`config.mk`:
```
export PLATFORM = sky130hd
export DESIGN_NAME = regfile_wb_arbiter
export DESIGN_NICKNAME = d
export VERILOG_FILES = /design/src/rtl/regfile_wb_arbiter.sv
export SDC_FILE = /design/constraint.sdc
export NUM_CORES = 1
export LEC_CHECK = 0
export ABC_AREA = 1
export BUFFER_PORTS_ARGS = -buffer_cell sky130_fd_sc_hd__buf_2
export CAP_MARGIN = 20
export CORE_MARGIN = 2
export CORE_UTILIZATION = 43
export CTS_BUF_LIST = sky130_fd_sc_hd__clkbuf_8 sky130_fd_sc_hd__clkbuf_16
export CTS_CLUSTER_SIZE = 20
export DETAILED_ROUTE_END_ITERATION = 8
export PLACE_DENSITY = 0.78
export RECOVER_POWER = 50
export SETUP_SLACK_MARGIN = 0.15
export SYNTH_ARGS = -nofsm -noshare
export SYNTH_HDL_FRONTEND = slang
export SYNTH_SLANG_ARGS = --single-unit
```
`constraint.sdc`:
```
create_clock -name clk -period 2.2 [get_ports clk]
set_input_delay 0.44 -clock clk [delete_from_list [all_inputs] [get_ports clk]]
set_output_delay 0.44 -clock clk [all_outputs]
set_load 0.005 [all_outputs]
```
`src/rtl/regfile_wb_arbiter.sv`:
```
// regfile_wb_arbiter: round-robin share of the register file write port among NREQ writeback units.
// Grants are registered onto we3/wa3/wd3 one cycle later; R15 writes go to the pc_we/pc_wd pulse instead.
module regfile_wb_arbiter #(
  parameter int NREQ = 3,
  parameter int DW = 32,
  parameter int AW = 4
) (
  input  logic              clk,
  input  logic              reset,
  input  logic              flush,
  input  logic [NREQ-1:0]   req_valid,
  input  logic [NREQ*AW-1:0] req_addr,
  input  logic [NREQ*DW-1:0] req_data,
  output logic [NREQ-1:0]   req_ready,
  output logic              we3,
  output logic [AW-1:0]     wa3,
  output logic [DW-1:0]     wd3,
  output logic              pc_we,
  output logic [DW-1:0]     pc_wd,
  output logic [1:0]        grant_id
);
  if (NREQ < 2 || NREQ > 4) begin : g_bad_nreq
    $error("regfile_wb_arbiter: NREQ must be in 2..4");
  end
  logic [1:0] rr_ptr, sel, idx, nxt_ptr;
  logic found, go, to_pc;
  logic [AW-1:0] sel_addr;
  logic [DW-1:0] sel_data;
  // Walk from the farthest offset back to rr_ptr so the closest valid requester wins.
  always_comb begin
    found = 1'b0;
    sel = rr_ptr;
    idx = '0;
    for (int k = NREQ - 1; k >= 0; k--) begin
      idx = 2'((int'(rr_ptr) + k) % NREQ);
      if (req_valid[idx]) begin
        found = 1'b1;
        sel = idx;
      end
    end
  end
  always_comb begin
    go = found && !reset && !flush;
    sel_addr = req_addr[sel*AW +: AW];
    sel_data = req_data[sel*DW +: DW];
    to_pc = sel_addr == AW'(15);
    nxt_ptr = (int'(sel) == NREQ - 1) ? 2'd0 : sel + 2'd1;
    req_ready = go ? NREQ'(1) << sel : '0;
  end
  always_ff @(posedge clk) begin
    if (reset) begin
      we3 <= 1'b0;
      pc_we <= 1'b0;
      wa3 <= '0;
      wd3 <= '0;
      pc_wd <= '0;
      grant_id <= '0;
      rr_ptr <= '0;
    end else begin
      we3 <= go && !to_pc;
      pc_we <= go && to_pc;
      if (go) begin
        rr_ptr <= nxt_ptr;
        grant_id <= sel;
        if (to_pc) pc_wd <= sel_data;
        else begin
          wa3 <= sel_addr;
          wd3 <= sel_data;
        end
      end
    end
  end
endmodule

```
==> results_dict.tcl <==
set metrics [dict create \
    crit_type "flip-flop to flip-flop" \
    antenna_cells 0 \
    synthArstFlopShare_pct 0 \
    wirelength_um 15200 \
    cp-end-kind "flip-flop" \
    drt_pass1_iterations 4 \
    startpoint_type "flip-flop" \
    rsz0062_at_grt "true" \
    final.min_clock_period_ns 2.62 \
    antenna_left 0 \
    slew_violations 0 \
    num_rows 35 \
    clockRootBuffer "clkbuf_8" \
    cts_max_level 3 \
    cts_buffers 9 \
    numPortBuffers 188 \
    crit_fanout 19 \
    violations "negative setup slack" \
    slew_headroom_pct 51.0 \
    skew_ns 0.00915 \
    drt_iter0_drc 260 \
    drcViolationCount 0 \
    maxCapViolations 0 \
    grt_pass1_wl_um 21600 \
    die_h_um 101 \
    start_util_pct 44.2 \
    vias 5174 \
    routabilityCongestion 0.955 \
    synth_fp_nets 753 \
    clk_latency_ns 0.34 \
    place_ws_ns -0.318 \
    clkSinkCount 74 \
    p_sw_share_pct 46.6 \
    synth-main-ff-cell "dfxtp_1" \
    synth_edf_count 0 \
    hold_path_class "input port to flip-flop" \
    die_w_um 101 \
    critPathRequiredTime_ns 2.43 \
    layout_common_cells "buf_2, nand2_1, nor2_1" \
    overflow 0 \
    grt_max_degree 71 \
    arrival_ns 2.85 \
    cts_buffer_depth 2 \
    yosysWarnings 0 \
    clk_pin_slew_worst_paths_ns 0.08 \
    timing.fmax_mhz 381 \
    seqPwrFrac_pct 17.4 \
    final_common_cell "buf_2" \
    placed_area_um2 5240 \
    tightest_slew_ns 0.735 \
    synthTopCellsByArea "dfxtp_1, nand2_1, a21oi_1, nand3_1, nor2_1" \
    p_leak_nw 3.11 \
    io_pins 189 \
    finalHoldViolations 0 \
    core_area_um2 9200 \
    tritoncts "done" \
    powerDensity_nw_per_um2 1660 \
    ys_ff_latch 74 \
    p_total_mw 10.4 \
    avgViaCountPerCell 5.32 \
    final_nets 973 \
    yosys.area.top_type_share_pct 36.5 \
    syn_avg_cell_area_um2 6.39 \
    synth_top_area_cell "dfxtp_1" \
    internal_power_mw 5.54 \
    finalSetupViolCount 73 \
    wl_per_cell_um 15.7 \
    finalInstanceArea_um2 6260 \
    gr-usage-all-layers_pct 26.2 \
    synthDistinctLibCells 23 \
    outcome "finished, violations left" \
    drive_gt1_share_pct 37.7 \
    netlist_area_um2 4060 \
    hpwl_um 9210 \
    grt_antenna_before_repair 0 \
    peakVddDrop_mv 1.04 \
    fin_crit_sh_pct 119 \
    combPwrFrac_pct 69.0 \
    postSynthCellCount 636 \
    die_area_um2 10200 \
    net-switching-power_mw 4.83 \
    clock_power_share_pct 13.5 \
    grt_pass1_vias 4724 \
    setup_slack_ns -0.423 \
    syn_to_final_growth_pct 54.0 \
    ys_seq_area_share_pct 36.5 \
]
-- metal layers --
| layer | track usage [%] | vias to the layer above | share of wire, % |
|---|---|---|---|
| met5 | 0 | - | 0 |
| met4 | 8.73 | 0 | 2.2 |
| met3 | 4.28 | 34 | 7.1 |
| met2 | 49.1 | 235 | 52 |
| met1 | 30.1 | 2402 | 39 |
| li1 | - | 2503 | - |
-- metrics by stage --
| step | hold WS (ns) | instances | util, % | setup TNS, ns |
|---|---|---|---|---|
| after floorplan | 0.462 | 636 | - | -0.799 |
| after global placement | 0.457 | 917 | 56.9 | -11.46 |
| after detailed placement | 0.464 | 917 | 56.9 | -19.14 |
| after CTS | 0.283 | 947 | 62.9 | -21.57 |
| after global routing | 0.300 | 972 | 68.0 | -37.36 |
| final | 0.302 | 972 | 68.0 | -27.19 |
-- final timing paths --
| path | start | depth (start not counted) | slack [ns] | endpoint |
|---|---|---|---|---|
| max reg2reg | rr_ptr[0]$_SDFFE_PP0P_ | 19 | -0.42 | wd3[23]$_SDFFE_PP0P_ |
| min | reset | 2 | 0.30 | rr_ptr[0]$_SDFFE_PP0P_ |
| min reg2reg | wa3[0]$_SDFFE_PP0P_ | 2 | 0.48 | wa3[0]$_SDFFE_PP0P_ |
| max | rr_ptr[0]$_SDFFE_PP0P_ | 19 | -0.42 | wd3[23]$_SDFFE_PP0P_ |
-- cell usage after synthesis (3+ instances only) --
master	count
inv_1	11
buf_1	10
dfxtp_1	74
buf_6	7
o21ai_0	3
a21oi_1	100
clkbuf_1	5
nand3_2	3
nand3_1	93
buf_2	17
nor2_1	114
nand2_1	162
nand2_2	8
buf_4	6
ha_1	3
inv_2	9
-- what timing repair did --
action | in CTS | in global routing
hold buffers | 0 | 0
pin swaps | 11 | 25
setup buffers | 11 | 17
resized for setup | 26 | 51
gates cloned | 3 | 8
endpoints found under the setup margin | 74 | 77
-- final cells by class --
| type | instances | area [µm²] |
|---|---|---|
| sequential | 74 | 1490 |
| timing repair buffer | 254 | 1780 |
| tap | 111 | 139 |
| clock buffer | 9 | 124 |
| clock inverter | 7 | 141 |
| multi-input combinational | 497 | 2490 |
| fill | 794 | 2940 |
| inverter | 20 | 95.1 |
-- flip-flops by register name (all words and copies together) (netlist names) --
name,count
pc_wd,32
wd3,32
wa3,4
grant_id,2
rr_ptr,2
pc_we,1
we3,1
-- critical path: stages, from the launching register on --
cell     delay [ns]
dfxtp_4        0.38
inv_4          0.05
ha_4           0.33
inv_6          0.06
nand2_4        0.06
nand2_1        0.07
nand2_2        0.08
nand2_1        0.07
nand3_1        0.09
nand2_2        0.07
nor2_4         0.25
nand3_2        0.13
nand3_2        0.12
nand2_4        0.08
nor2_8         0.18
buf_6          0.14
nor2_8         0.03
buf_12         0.15
nor2_2         0.10
nor2_1         0.06
-- power groups by stage --
stage	registers (mW)	logic (mW)	clock network, mW
floorplan	1.82	3.71	0
global placement	1.80	5.17	0
detailed placement	1.81	5.31	0
CTS	1.79	5.93	1.42
global route	1.84	7.76	1.48
finish	1.80	7.16	1.40
-- kinds of logic after synthesis --
group / share of synthesized area, %
compound gates: 13.1
fa+ha+maj: 0.924
buf+inv: 8.75
flops: 36.5
simple gates: 40.7
Note: power is estimated with default switching activity, not from simulation.
